[src/rtl/pipe_pkg.sv]
// Shared constants and elaboration-time helpers for the pipelined adder tree.
// Level geometry is derived here so the tree and its bench-free users agree on it.
package pipe_pkg;

  // Smallest r such that 2**r >= n.
  function automatic int unsigned clog2_ceil(input int unsigned n);
    int unsigned r;
    r = 0;
    while ((32'd1 << r) < n) r++;
    return r;
  endfunction

  // Number of register levels for an n_in-operand tree.
  function automatic int unsigned tree_lvl(input int unsigned n_in);
    return clog2_ceil(n_in);
  endfunction

  // Width of the final sum.
  function automatic int unsigned tree_ow(input int unsigned w, input int unsigned n_in);
    return w + clog2_ceil(n_in);
  endfunction

  // Partial sums present at level j (level 0 is the raw operand set).
  function automatic int unsigned lvl_cnt(input int unsigned n_in, input int unsigned j);
    return (n_in + (32'd1 << j) - 32'd1) >> j;
  endfunction

  // Bit offset of level j inside the flattened tree vector; each level j
  // entry is w+j bits wide, so level offsets accumulate per-level sizes.
  function automatic int unsigned lvl_off(input int unsigned n_in, input int unsigned w,
                                          input int unsigned j);
    int unsigned off;
    off = 0;
    for (int unsigned k = 0; k < j; k++) off += lvl_cnt(n_in, k) * (w + k);
    return off;
  endfunction

  localparam int unsigned DEF_N_IN = 4;
  localparam int unsigned DEF_W    = 10;
  localparam int unsigned DEF_LVL  = tree_lvl(DEF_N_IN);
  localparam int unsigned DEF_OW   = tree_ow(DEF_W, DEF_N_IN);

endpackage

[src/rtl/pipe_add_level.sv]
// One registered level of the adder tree: pairs adjacent operands, widens each
// by one bit and registers the sums. An odd trailing operand is paired with zero.
module pipe_add_level #(
  parameter int unsigned N_OP   = 2,
  parameter int unsigned IW     = 8,
  parameter bit          SIGNED = 1'b0
) (
  input  logic                                clk,
  input  logic                                rst_n,
  input  logic                                en,
  input  logic [N_OP*IW-1:0]                  in_data,
  output logic [((N_OP+1)/2)*(IW+1)-1:0]      out_data
);

  localparam int unsigned N_OUT = (N_OP + 1) / 2;

  for (genvar i = 0; i < N_OUT; i++) begin : gen_add
    logic [IW-1:0] op_a;
    logic [IW-1:0] op_b;
    logic [IW:0]   ext_a;
    logic [IW:0]   ext_b;
    logic [IW:0]   sum_d;
    logic [IW:0]   sum_q;

    assign op_a = in_data[2*i*IW +: IW];

    if (2*i + 1 < N_OP) begin : gen_pair
      assign op_b = in_data[(2*i+1)*IW +: IW];
    end else begin : gen_pad
      assign op_b = '0;
    end

    assign ext_a = {SIGNED & op_a[IW-1], op_a};
    assign ext_b = {SIGNED & op_b[IW-1], op_b};
    assign sum_d = ext_a + ext_b;

    always_ff @(posedge clk or negedge rst_n) begin
      if (!rst_n)  sum_q <= '0;
      else if (en) sum_q <= sum_d;
    end

    assign out_data[i*(IW+1) +: IW+1] = sum_q;
  end

endmodule

[src/rtl/pipe_add_tree.sv]
// Pipelined binary adder tree with a single global advance enable and
// valid/ready handshake on both sides; one result per cycle when unstalled.
module pipe_add_tree
  import pipe_pkg::*;
#(
  parameter int unsigned N_IN   = DEF_N_IN,
  parameter int unsigned W      = DEF_W,
  parameter bit          SIGNED = 1'b0
) (
  input  logic                          clk,
  input  logic                          rst_n,
  input  logic [N_IN*W-1:0]             in_data,
  input  logic                          in_valid,
  output logic                          in_ready,
  output logic [tree_ow(W, N_IN)-1:0]   out_sum,
  output logic                          out_valid,
  input  logic                          out_ready
);

  localparam int unsigned LVL       = tree_lvl(N_IN);
  localparam int unsigned OW        = tree_ow(W, N_IN);
  localparam int unsigned TREE_BITS = lvl_off(N_IN, W, LVL + 1);

  // All levels flattened into one vector: level 0 is the input operands,
  // level LVL is the single final sum.
  logic [TREE_BITS-1:0] tree;
  logic [LVL-1:0]       vld_q;
  logic                 adv;

  assign adv      = ~out_valid | out_ready;
  assign in_ready = adv;

  assign tree[N_IN*W-1:0] = in_data;

  always_ff @(posedge clk or negedge rst_n) begin
    if (!rst_n) begin
      vld_q <= '0;
    end else if (adv) begin
      vld_q[0] <= in_valid;
      for (int unsigned k = 1; k < LVL; k++) vld_q[k] <= vld_q[k-1];
    end
  end

  for (genvar j = 0; j < LVL; j++) begin : gen_lvl
    localparam int unsigned NI = lvl_cnt(N_IN, j);
    localparam int unsigned NO = lvl_cnt(N_IN, j + 1);
    localparam int unsigned IW = W + j;
    localparam int unsigned OI = lvl_off(N_IN, W, j);
    localparam int unsigned OO = lvl_off(N_IN, W, j + 1);

    logic v_in;

    if (j == 0) begin : gen_src_in
      assign v_in = in_valid;
    end else begin : gen_src_lvl
      assign v_in = vld_q[j-1];
    end

    // Data only loads alongside a valid token, so bubbles leave the
    // registers untouched and out_sum stays 0 until the first real result.
    pipe_add_level #(
      .N_OP   (NI),
      .IW     (IW),
      .SIGNED (SIGNED)
    ) u_level (
      .clk      (clk),
      .rst_n    (rst_n),
      .en       (adv & v_in),
      .in_data  (tree[OI +: NI*IW]),
      .out_data (tree[OO +: NO*(IW+1)])
    );
  end

  assign out_valid = vld_q[LVL-1];
  assign out_sum   = tree[lvl_off(N_IN, W, LVL) +: OW];

endmodule

[config.mk]
export PLATFORM = sky130hd
export DESIGN_NAME = pipe_add_tree
export DESIGN_NICKNAME = d
export VERILOG_FILES = /design/src/rtl/pipe_pkg.sv /design/src/rtl/pipe_add_level.sv /design/src/rtl/pipe_add_tree.sv
export SDC_FILE = /design/constraint.sdc
export NUM_CORES = 1
export LEC_CHECK = 0
export ABC_AREA = 0
export BUFFER_PORTS_ARGS = -buffer_cell sky130_fd_sc_hd__clkbuf_2
export CORE_AREA = 2 2 70 85
export CTS_BUF_LIST = sky130_fd_sc_hd__clkbuf_16
export CTS_CLUSTER_DIAMETER = 200
export CTS_CLUSTER_SIZE = 40
export DETAILED_ROUTE_END_ITERATION = 8
export DIE_AREA = 0 0 72 87
export PLACE_DENSITY = 0.76
export REMOVE_ABC_BUFFERS = 1
export SLEW_MARGIN = 20
export SYNTH_ARGS = -nofsm -noshare
export SYNTH_HDL_FRONTEND = slang
export SYNTH_SLANG_ARGS = --single-unit
[constraint.sdc]
create_clock -name clk -period 1.9 [get_ports clk]
set_input_delay 0.285 -clock clk [delete_from_list [all_inputs] [get_ports clk]]
set_output_delay 0.285 -clock clk [all_outputs]
set_load 0.005 [all_outputs]
==> results of run 1 <==
[kinds of logic (layout without fill, tap and decap cells)]
logic type      after synthesis  after routing  synth area share [%]
mux                           3              3                 1.230
fa+ha+maj                    34             34                 16.94
flops                        36             36                 34.07
compound gates               93             93                 22.95
simple gates                 95             95                 17.70
buf+inv                      21            105                 3.123
xor+xnor                     12             12                 3.975
[metrics by stage]
step | worst slack, ns | std cells | util [%] | TNS, ns | total power [W]
2_1_floorplan | -0.007315 | 285 | - | -0.007565 | 0.002032
5_1_grt | -0.07794 | 442 | 61.66 | -0.1862 | 0.003831
3_5_place_dp | -0.1947 | 431 | 57.48 | -0.7340 | 0.002666
4_1_cts | 0.02800 | 440 | 60.70 | 0 | 0.003472
3_3_place_gp | -0.1737 | 431 | 57.48 | -0.5071 | 0.002622
6_report | 0.03807 | 442 | 61.66 | 0 | 0.003564
[cells in the mapped netlist (all sizes together) (3+ instances only)]
master / n
nor3b: 3
a211oi: 3
fa: 3
nor2b: 5
dfrtp: 36
clkbuf: 5
buf: 4
a21o: 7
nor2: 9
nand2b: 3
nor3: 10
nand3: 8
o211ai: 3
and3: 5
inv: 12
a21oi: 14
o21a: 8
o21ai: 30
xor2: 10
ha: 31
nand2: 42
a31oi: 3
o31ai: 6
and2: 4
[sequential cells by signal, summed over array words and instances, names as in the netlist]
register / count
gen_lvl.u_level.gen_add.sum_q: 22
gen_lvl.u_level.out_data: 12
vld_q: 2
[per-layer routing]
layer / global-route usage [%] / up-vias / part of all wire (%)
met5: 0 / - / 0
met4: 7.376 / 0 / 2.2
met3: 2.083 / 13 / 2.8
met2: 38.47 / 52 / 52
met1: 25.05 / 1175 / 43
li1: - / 1244 / -
[final cells by class]
| class | count | area [um2] | area share, % |
|---|---|---|---|
| well taps | 64 | 80.08 | 2.354 |
| flip-flops and latches | 36 | 900.9 | 26.48 |
| repair buffers | 86 | 518.0 | 15.23 |
| clock inverters | 2 | 7.507 | 0.2207 |
| inverters | 12 | 45.04 | 1.324 |
| multi-input cells | 237 | 1725 | 50.72 |
| clock buffers | 5 | 125.1 | 3.678 |
[critical path: cells and delay by family (launching register included)]
kind	cells	cell delay (ns)
AOI/OAI and AO/OA	2	0.57
DFF	1	0.40
adders and majority gates	1	0.39
muxes	1	0.24
and+or+nand+nor	1	0.11
[power by group through the flow]
stage	Sequential (W)	Combinational [W]	Clock, W
2_1_floorplan	0.00114	0.000891	0
3_3_place_gp	0.00116	0.00146	0
3_5_place_dp	0.00118	0.00149	0
4_1_cts	0.00117	0.00155	0.000755
5_1_grt	0.00120	0.00185	0.000786
6_report	0.00117	0.00165	0.000748
[timing repair]
action	in CTS	in global routing
resized for setup	9	6
endpoints found under the setup margin	4	6
hold endpoints to repair	36	0
buffers inserted	1	2
hold buffers	1	0
pin swaps	5	5
[final timing paths]
check	startpoint	endpoint	slack [ns]	depth (start not counted)
worst max-delay path	gen_lvl[0].u_level.gen_add[0].sum_q[8]	gen_lvl[1].u_level.out_data[9]	0.04	5
min in group asynchronous	rst_n	gen_lvl[1].u_level.out_data[0]	0.52	3
worst min register to register	gen_lvl[1].u_level.out_data[2]	gen_lvl[1].u_level.out_data[2]	0.48	2
max in group asynchronous	rst_n	gen_lvl[1].u_level.out_data[4]	1.19	3
worst min-delay path	in_data[10]	gen_lvl[0].u_level.gen_add[0].sum_q[0]	0.32	4
worst max register to register	gen_lvl[0].u_level.gen_add[0].sum_q[8]	gen_lvl[1].u_level.out_data[9]	0.04	5
==> impl.org, run 1 <==
** CTS
- TritonCTS clock tree :: done
- After clock tree synthesis, the clock-pin slew on the worst setup and hold paths is roughly 0.050 ns.
- # H-tree levels :: 2
- Cts bufs inserted :: 5
- Max Buffers Root-to-Sink :: 2
- At the later pin of the worst-skew pair, clock insertion delay measures 0.27 ns.
- Clk Tree Root Cell :: sky130_fd_sc_hd__clkbuf_16
- CTS saw 36 sinks.

** Timing
- RSZ-0062 raised after global routing :: true
- Final setup vio count :: 0
- The tightest hold path in the finished design has a slack of 0.3160 ns.
- Derived from the worst setup path, the maximum achievable clock frequency is 537.1 MHz.
- The routed design could run at a clock period as short as 1.862 ns.
- Total count of max-transition violations in the final report :: 0
- Worst slew slack as a fraction of its limit :: 72.81%
- At the pin with the least slew margin, the transition time is 0.4069 ns.
- Final Hold Fails :: 0
- For the final database, setup skew stands at around 0.003 ns.
- Share of the cycle needed by the critical path after routing :: 98.00%

** Placement
- Port buffering added 57 buffers.
- Placed Instance Area :: between 0.003 and 0.004 mm2
- At the end of routability-driven placement, the weighted congestion stood at 0.8956.
- HPWL after detailed placement :: 4906 um

** Routing
- The first routing iteration left 120 violations.
- DRC Markers :: 0
- In the final routed layout, each cell accounts on average for 14.24 um.
- The detailed router placed 2484 vias in this run.
- The pre-antenna-repair detailed-routing pass consisted of 4 iterations.
- After detailed routing, the total wire length is between 6000 and 7000 um.
- Post-route ant nets :: 0
- Vias per cell :: 5.620

** Finish
- The library cell used most frequently in the layout, excluding fill and tap cells, is sky130_fd_sc_hd__clkbuf_2.
- After routing the design area is 0.003402 mm2.
- FILL cells :: roughly 500
- 0 antenna diodes ended up in the layout.
- Cells with a size suffix above 1 make up 28.31% of the layout.
- Compared with the post-synthesis result, the final layout area differs by 28.68%.
- Final Net Count :: 456
- Highest-count cells in the layout ignoring fill and taps :: 57 x sky130_fd_sc_hd__clkbuf_2, 41 x sky130_fd_sc_hd__nand2_1, 36 x sky130_fd_sc_hd__dfrtp_1

** Power
- Power spread over the standard cell area amounts to approximately 1000 mW/mm2.
- Switching part of the total power :: 35.62%
- The worst-case IR drop observed on VDD is 632.9 uV.
- The analysis attributes to net switching a power of 0.001269 W.
- The analysis attributes to cell leakage a power of between 1.5 and 2 nW.
- Of the total power, registers draw 32.8%.
- Of the total power, the clock network draws 21.0%.
- The internal power of the cells totals 0.002294 W.
- In this run, the combinational gates consume 46.2% of the power.

** Global routing
- The number of global-route vias before repair was between 2000 and 2500.
- The first global-routing pass estimated 10310 um of wire.
- The number of antenna violations at the first check in global routing came to 0.
- Entering global routing, the biggest net connects 37 pins.
- Global routing used 20.89% of the available tracks across all layers.
- Gr ovfl total :: 0

** Floorplan
- The floorplan step defined a die boundary enclosing 0.006264 mm2.
- Starting utilization of the core area :: 47.91%
- Die height :: 87 um
- The initialized floorplan defines 30 standard-cell rows.
- The die is 72 um wide.
- Placeable core region :: 0.005518 mm2
- Pin placement for this block handled 58 I/O pins.

** Synth
- Of all flip-flops after synthesis, the portion carrying an async set or reset was 100.0%.
- Number of synthesized register bits :: 36
- Largest area contributor in the netlist :: sky130_fd_sc_hd__dfrtp_1
- After synthesis, the mean cell area works out to 8.992 um2.
- Proportion of synthesized chip area in sequential cells :: 34.07%
- The cell count after synthesis came out at 294.
- Yosys synthesis warning count :: 0
- Summed over its instances, the top area cell type makes up 34.07% of the synthesized netlist area.
- Cell Area, Synth :: 0.002644 mm2
- Distinct cell type count of the synthesized netlist :: 50
- Sorting the synthesized cells by area gives the leading types as sky130_fd_sc_hd__dfrtp_1 34%, sky130_fd_sc_hd__ha_1 15%, sky130_fd_sc_hd__nand2_1 5.8%.
- Ys flop type :: sky130_fd_sc_hd__dfrtp_1
- Number of flops mapped to enable cells by yosys :: 0

** Worst setup path
- Startpoint Class :: register
- The signal on the critical path passes through ha_1, nand2_1, o41ai_2, mux2i_1, o311ai_0.
- Longest individual stage delay on the worst path :: 0.41 ns
- For the worst setup path, the data arrival time is 1.98 ns.
- Critical path's slowest cell :: sky130_fd_sc_hd__o41ai_2
- The worst setup path is captured at a register.
- Crit Path Category :: register to register
- WP data required :: ~2.0 ns
- Max FO, Critical Path :: 5

** Outcome
- The run finished with clean final reports.

** Flow run
- The tool flagged a number of max-cap violations equal to 0.

** Hold path
- HP Class :: input pin to register
Power figures use the tool's default switching activity.
==> run 2, diff against run 1 <==
--- a/config.mk
+++ b/config.mk
@@ -13,7 +13,7 @@
 export CTS_CLUSTER_SIZE = 40
 export DETAILED_ROUTE_END_ITERATION = 8
 export DIE_AREA = 0 0 72 87
-export PLACE_DENSITY = 0.76
+export PLACE_DENSITY = 0.75
 export REMOVE_ABC_BUFFERS = 1
 export SLEW_MARGIN = 20
 export SYNTH_ARGS = -nofsm -noshare
==> impl.org, run 2 (synthesis gave the netlist of run 1 again) <==
** Hold path
- HP Class :: input pin to register
- In this run the most critical hold path is launched from in_data[10].

** Worst setup path
- Max FO, Critical Path :: 3 (-2)
- Type of destination of the critical path :: register
- Crit Path Category :: register to register
- The endpoint required time on the critical path was 2.04 ns (+0.02 ns).
- Critical path's slowest cell :: sky130_fd_sc_hd__dfrtp_1
- Startpoint of the worst setup timing path :: gen_lvl[0].u_level.gen_add[1].sum_q[1]
- Startpoint Class :: register
- The worst register-to-register path begins at gen_lvl[0].u_level.gen_add[1].sum_q[1].
- The critical path data arrival time is 2.09 ns (+0.11 ns).
- The largest incremental delay on the critical path came to 0.40 ns (about the same).
- Walking the worst path, the cells encountered are ha_1, a21o_1, a21oi_2, o41ai_2, buf_4, mux2i_1, o311ai_1.

** CTS
- The CTS clock-pin slew for the worst setup and hold paths is 0.05 ns (about the same).
- Max Buffers Root-to-Sink :: 2 (unchanged)
- TritonCTS clock tree :: done
- Clk Tree Root Cell :: sky130_fd_sc_hd__clkbuf_16
- # H-tree levels :: 2 (unchanged)
- Clk sinks :: 36 (unchanged)
- The clock latency reported for the late side of the worst-skew pair was 0.28 ns (about the same).
- Cts bufs inserted :: 5 (unchanged)

** Timing
- Maximum achievable frequency :: 511.0 MHz (-4.9%)
- The number of failing setup endpoints in the final timing report was 3 (+3).
- Final setup margin :: -0.05685 ns (-0.09492 ns)
- The worst slack on hold paths came to 0.3266 ns (+0.01056 ns).
- The final critical-path share of the clock period came to 103.0% (+5.0 points).
- The final hold violation count is 0 (unchanged).
- Tmin final :: 1.957 ns (+0.09492 ns)
- Setup repair after global routing could not meet its margin everywhere.
- Worst slew slack as a fraction of its limit :: 77.84% (+5.0 points)
- The transition time of the tightest slew-check pin came to 0.3282 ns (-0.07870 ns).
- The final-report max-slew violation count came to 0 (unchanged).
- The clock tree skew after final layout is 0.003052 ns (+0.00008987 ns).

** Global routing
- Fraction of met3 tracks used by global routing :: 3.009% (+0.93 points)
- The first-pass GRT wire length was 10370 um (+0.60%).
- Antenna violations before repair :: 0 (unchanged)
- GR met1 Demand/Resource :: 25.88% (+0.82 points)
- Via count of the first global-routing pass :: 2316 (-3.5%)
- Gr ovfl total :: 0 (unchanged)
- Total routing resource utilization after global routing :: 20.83% (-0.064 points)
- Routing layer with the top usage in global route :: met2
- The largest net degree at the start of global routing came to 37 (unchanged).
- Met2 track utilization from global routing :: 37.12% (-1.3 points)

** Routing
- The antenna violation net count after detailed routing is 0 (unchanged).
- DRC Markers :: 0 (unchanged)
- The starting DRC count in detailed routing was 165 (+38%).
- The number of detailed-routing iterations run before antenna repair is 4 (unchanged).
- The total routed wirelength was 6714 um (+6.6%).
- The post-detailed-route via-to-cell ratio was 5.743 (+2.2%).
- The average detailed-routed wire length per instance is 15.12 um (+6.2%).
- Routed via count :: 2550 (+2.7%)

** Floorplan
- Placement Rows :: 30 (unchanged)
- Die X-Extent :: 72 um (unchanged)
- Starting utilization of the core area :: 47.91% (unchanged)
- The area of the core was 0.005518 mm2 (unchanged).
- Die height :: 87 um (unchanged)
- The die area came to 0.006264 mm2 (unchanged).
- I/O Pins :: 58 (unchanged)

** Placement
- HPWL after detailed placement :: 4814 um (-1.9%)
- The final weighted congestion in routability-driven placement was 0.8789 (-1.9%).
- The count of buffers from port buffering was 57 (unchanged).
- The instance area at placement came to 0.003172 mm2 (unchanged).
- The number of placed instances with taps included was 431 (unchanged).
- Worst-case setup slack after placement :: -0.2238 ns (-0.02909 ns)

** Finish
- Highest-count cells in the layout ignoring fill and taps :: 57 x sky130_fd_sc_hd__clkbuf_2, 41 x sky130_fd_sc_hd__nand2_1, 36 x sky130_fd_sc_hd__dfrtp_1
- The multi-input logic area is 0.001782 mm2 (+3.3%).
- The final net count came to 458 (+0.44%).
- Flip-flop count of the largest register after layout :: 22 (unchanged)
- Commonest non-fill, non-tap cell in the layout :: sky130_fd_sc_hd__clkbuf_2
- Relative to the synthesized area, the layout overhead comes to 31.42%.
- The sequential standard cell area was 900.9 um2 (unchanged).
- Post-route cell area :: 0.003475 mm2 (+2.1%)
- N_diodes :: 0 (unchanged)
- The non-filler instance count after layout is 444 (+0.45%).
- FILL cells :: 458 (-7.5%)
- The register with the most flip-flops in the final layout is gen_lvl.u_level.gen_add.sum_q.
- The ratio of cells with drive above 1 in the final layout came to 30.53% (+2.2 points).

** Power
- The areal power density over the cells is 1079 mW/mm2 (+3.0%).
- Cell leakage power :: 1.720 nW (+1.3%)
- Worst voltage drop across the vdd grid :: 599.1 uV (-5.3%)
- The total chip power was 0.003750 W (+5.2%).

** Outcome
- Status :: complete, but fails checks
- Violated checks :: negative setup slack

** Flow run
- Max Cap Violations :: 0 (unchanged)
==> run 2: layer usage <==
layer	vias to the layer above	part of all wire [%]
li1	1245	-
met5	-	0
met1	1200	41
met4	0	2.2
met2	90	53
met3	15	4.3
==> run 2: power by group <==
group	switching (W)	internal, W	leakage (nW)
clock network	0.000302	0.000471	0.0709
logic	0.000900	0.000895	1.21
registers	0.000177	0.00101	0.437
==> run 2: timing repair <==
action	CTS	global route
pin swaps	9	12
endpoints found under the setup margin	5	7
hold buffers	1	0
setup buffers	2	3
gates resized for setup	13	12
endpoints found under the hold margin	36	0
==> run 2: path summary, 6_finish.rpt <==
check / slack [ns] / cells after the start / endpoint
worst min register to register: 0.48 / 2 / gen_lvl[1].u_level.out_data[5]
worst max-delay path: -0.06 / 7 / gen_lvl[1].u_level.out_data[9]
worst min-delay path: 0.33 / 4 / gen_lvl[0].u_level.gen_add[0].sum_q[0]
max in group asynchronous: 1.19 / 3 / gen_lvl[0].u_level.gen_add[1].sum_q[5]
worst max register to register: -0.06 / 7 / gen_lvl[1].u_level.out_data[9]
min in group asynchronous: 0.52 / 3 / gen_lvl[0].u_level.gen_add[0].sum_q[6]
==> run 2: critical path: cells and delay by family, from the launching register on <==
| kind | cells | cell delay (ns) |
|---|---|---|
| adders and majority gates | 1 | 0.29 |
| AOI/OAI and AO/OA | 4 | 0.74 |
| buffers and inverters | 1 | 0.17 |
| muxes | 1 | 0.20 |
| DFF | 1 | 0.40 |
==> run 2: per-stage QoR <==
stage / setup TNS, ns / util, %
after global placement: -0.6656 / 57.48
final: -0.07191 / 62.97
after detailed placement: -1.055 / 57.48
after CTS: -0.1139 / 61.11
after floorplan: -0.007565 / -
after global routing: -0.4477 / 62.97
==> run 2: cell type report <==
type / count / area share (%)
well taps: 64 / 2.305
flip-flops and latches: 36 / 25.93
inverters: 12 / 1.296
repair buffers: 88 / 15.34
clock buffers: 5 / 3.601
clock inverters: 2 / 0.2521
multi-input cells: 237 / 51.28
==> run 3, diff against run 2 <==
--- a/config.mk
+++ b/config.mk
@@ -7,13 +7,13 @@
 export LEC_CHECK = 0
 export ABC_AREA = 0
 export BUFFER_PORTS_ARGS = -buffer_cell sky130_fd_sc_hd__clkbuf_2
-export CORE_AREA = 2 2 70 85
-export CTS_BUF_LIST = sky130_fd_sc_hd__clkbuf_16
+export CORE_AREA = 2 2 69 84
+export CTS_BUF_LIST = sky130_fd_sc_hd__clkbuf_4
 export CTS_CLUSTER_DIAMETER = 200
 export CTS_CLUSTER_SIZE = 40
 export DETAILED_ROUTE_END_ITERATION = 8
-export DIE_AREA = 0 0 72 87
-export PLACE_DENSITY = 0.75
+export DIE_AREA = 0 0 71 86
+export PLACE_DENSITY = 0.77
 export REMOVE_ABC_BUFFERS = 1
 export SLEW_MARGIN = 20
 export SYNTH_ARGS = -nofsm -noshare
==> impl.org, run 3 (synthesis gave the netlist of run 1 again) <==
** Outcome
- Status :: completed

** Timing
- Total Neg Setup Slack :: 0 ns (+0.07191 ns)
- Total count of max-transition violations in the final report :: 0 (unchanged)
- The final hold violation count is 0 (unchanged).
- RSZ-0062 raised after global routing :: true
- The post-layout worst setup margin is 0.006891 ns (+0.06374 ns).
- Maximum achievable frequency :: 528.2 MHz (+3.4%)
- The clock period minus final worst setup slack is 1.893 ns (-0.06374 ns).
- The headroom to the max-slew limit came to 76.79% (-1.0 points).
- The number of failing setup endpoints in the final timing report was 0 (-3).
- Clock skew after layout :: 0.01179 ns (+0.008736 ns)
- Share of the cycle needed by the critical path after routing :: 99.64% (-3.4 points)
- Worst Tran Pin Value :: 0.3458 ns (+0.01756 ns)

** CTS
- The number of sinks handled by clock tree synthesis is 36 (unchanged).
- TritonCTS built the clock tree.
- Clk Tree Root Cell :: sky130_fd_sc_hd__clkbuf_4
- The number of buffers inserted during clock tree synthesis was 5 (unchanged).
- # H-tree levels :: 2 (unchanged)
- Worst-Skew Late Latency :: 0.35 ns (+0.07 ns)
- The CTS clock-pin slew for the worst setup and hold paths came to 0.12 ns (+0.07 ns).
- The deepest clock path buffer count is 2 (unchanged).

** Power
- The proportion of total power due to net switching was 37.49% (+0.73 points).
- Power Internal :: 0.002112 W (-11%)
- The total chip power came to 0.003379 W (-9.9%).
- The clock network fraction of design power is 16.4% (-4.2 points).
- The peak supply drop came to 455.0 uV (-24%).
- The sequential share of power came to 34.1% (+2.6 points).
- Ratio of total power to cell area :: 1003 mW/mm2 (-7.0%)
- The static power due to leakage came to 1.698 nW (-1.3%).
- The share of power burned in combinational logic came to 49.5% (+1.6 points).
- The switching power total is 0.001267 W (-8.1%).

** Floorplan
- I/O Pins :: 58 (unchanged)
- Placeable core region :: 0.005261 mm2 (-4.6%)
- The number of placement rows was 29 (-3.3%).
- Die X-Extent :: 71 um (-1.4%)
- The initial core utilization was 50.25% (+2.3 points).
- Area of the die :: 0.006106 mm2 (-2.5%)
- Die height :: 86 um (-1.1%)

** Worst setup path
- The signal on the critical path passes through ha_1, a21o_1, a21oi_2, o41ai_2, buf_4, mux2i_1, o311ai_1.
- Capture instance of the worst register-to-register path :: gen_lvl[1].u_level.out_data[9]
- The largest incremental delay on the critical path was 0.44 ns (+0.04 ns).
- The register-to-register path setup slack is 0.007 ns (+0.06 ns).
- Worst r2r path cells :: 7 (unchanged)
- In this run the critical register-to-register path is launched from gen_lvl[0].u_level.gen_add[0].sum_q[1].
- The endpoint required time on the critical path is 2.12 ns (+0.08 ns).
- Type of destination of the critical path :: register
- The maximum fanout along the worst path was 3 (unchanged).
- CP arrival :: 2.11 ns (+0.02 ns)
- Crit Path Category :: register to register
- Startpoint Class :: register
- Critical path's slowest cell :: sky130_fd_sc_hd__dfrtp_1

** Placement
- The count of buffers from port buffering was 57 (unchanged).
- HPWL after detailed placement :: 4882 um (+1.4%)
- The final weighted congestion in routability-driven placement is 0.8574 (-2.4%).
- Placed cells :: 432 (+0.23%)
- Worst-case setup slack after placement :: -0.2103 ns (+0.01345 ns)

** Finish
- Counting flops per register, the top entry is gen_lvl.u_level.gen_add.sum_q.
- The number of flip-flops in the largest register came to 22 (unchanged).
- Synthesis-to-finish area growth :: 27.40%
- Post-Layout Cell Count :: 445 (+0.23%)
- The library cell used most frequently in the layout, excluding fill and tap cells, is sky130_fd_sc_hd__clkbuf_2.
- The final net count was 460 (+0.44%).
- The ratio of cells with drive above 1 in the final layout was 29.77% (-0.76 points).
- In the layout the commonest cells are 57 x sky130_fd_sc_hd__clkbuf_2, 41 x sky130_fd_sc_hd__nand2_1, 36 x sky130_fd_sc_hd__dfrtp_1.
- The diode insertion count for antenna repair was 0 (unchanged).

** Hold path
- The worst hold path begins at in_data[10].
- The min-delay analysis places its worst path in the category input pin to register.
- The worst hold path terminates at gen_lvl[0].u_level.gen_add[0].sum_q[0].
- The number of instances on the worst hold path is 4 (unchanged).

** Global routing
- Via count of the first global-routing pass :: 2263 (-2.3%)
- The total congestion overflow after global routing came to 0 (unchanged).
- The total routing usage reported by global routing came to 20.75% (-0.080 points).
- Antenna violations before repair :: 0 (unchanged)
- The first-pass GRT wire length was 10110 um (-2.5%).
- Largest net degree at the start of global routing :: 37 (unchanged)

** Routing
- Post-route ant nets :: 0 (unchanged)
- Vias per cell :: 5.604 (-2.4%)
- The total routed wirelength is 6283 um (-6.4%).
- DRC Markers :: 0 (unchanged)
- Average detailed-routed wire length per instance :: 14.12 um (-6.6%)
- Routed via count :: 2494 (-2.2%)
- The number of detailed-routing iterations run before antenna repair came to 4 (unchanged).
- Detailed router's first-iteration violation count :: 160 (-3.0%)

** Flow run
- The number of maximum-capacitance violations was 0 (unchanged).
==> run 3: area by class of cell <==
| cell class | instances | area, um2 |
|---|---|---|
| multi-input combinational | 237 | 1717 |
| sequential | 36 | 900.9 |
| inverter | 12 | 45.04 |
| fill | 451 | 1893 |
| clock buffer | 5 | 37.54 |
| tap | 62 | 77.57 |
| timing repair buffer | 90 | 548.0 |
| clock inverter | 3 | 42.54 |
==> run 3: timing repair <==
action	4_1_cts	5_1_grt
gates resized for setup	9	8
setup endpoints to repair	5	6
setup buffers	2	2
hold buffers	1	0
endpoints found under the hold margin	36	0
pin swaps	6	8
==> run 3: worst max-delay path, delay by kind of cell, from the launching register on <==
family                     cells  cell delay, ns
AOI/OAI and AO/OA              4            0.66
buffers and inverters          1            0.17
DFF                            1            0.44
muxes                          1            0.18
adders and majority gates      1            0.30
==> run 3: per-layer routing <==
metal	wire, um	part of all wire (%)	up-vias	global-route usage (%)
met5	0	0	-	0
met4	117	1.9	0	8.062
met3	186	3.0	10	2.115
met2	3240	52	58	36.62
met1	2739	44	1169	25.93
li1	-	-	1257	-
==> run 3: how the worst max path moves through the flow <==
stage,start,end,slack (ns)
finish,gen_lvl[0].u_level.gen_add[0].sum_q[1],gen_lvl[1].u_level.out_data[9],0.007
global route,gen_lvl[0].u_level.gen_add[0].sum_q[4],gen_lvl[1].u_level.out_data[8],-0.06
CTS,gen_lvl[0].u_level.gen_add[0].sum_q[0],gen_lvl[1].u_level.out_data[10],-0.02
detailed placement,in_data[20],gen_lvl[0].u_level.gen_add[1].sum_q[10],-0.21
global placement,in_data[20],gen_lvl[0].u_level.gen_add[1].sum_q[10],-0.17
floorplan,gen_lvl[0].u_level.gen_add[0].sum_q[0],gen_lvl[1].u_level.out_data[10],-0.007
==> run 3: through the flow <==
stage	utilization, %	hold WS [ns]	area (um2)
detailed placement	60.67	0.2708	3192
floorplan	-	-0.01059	2606
global placement	60.67	0.2670	3192
finish	64.02	0.2464	3368
global route	64.02	0.2480	3368
CTS	63.19	0.2436	3324
==> run 3: power groups by stage <==
stage          Sequential [W]  Combinational, W  Clock (W)
2_1_floorplan         0.00114          0.000891          0
3_3_place_gp          0.00116           0.00147          0
3_5_place_dp          0.00117           0.00153          0
4_1_cts               0.00115           0.00159   0.000557
5_1_grt               0.00118           0.00186   0.000585
6_report              0.00115           0.00167   0.000553
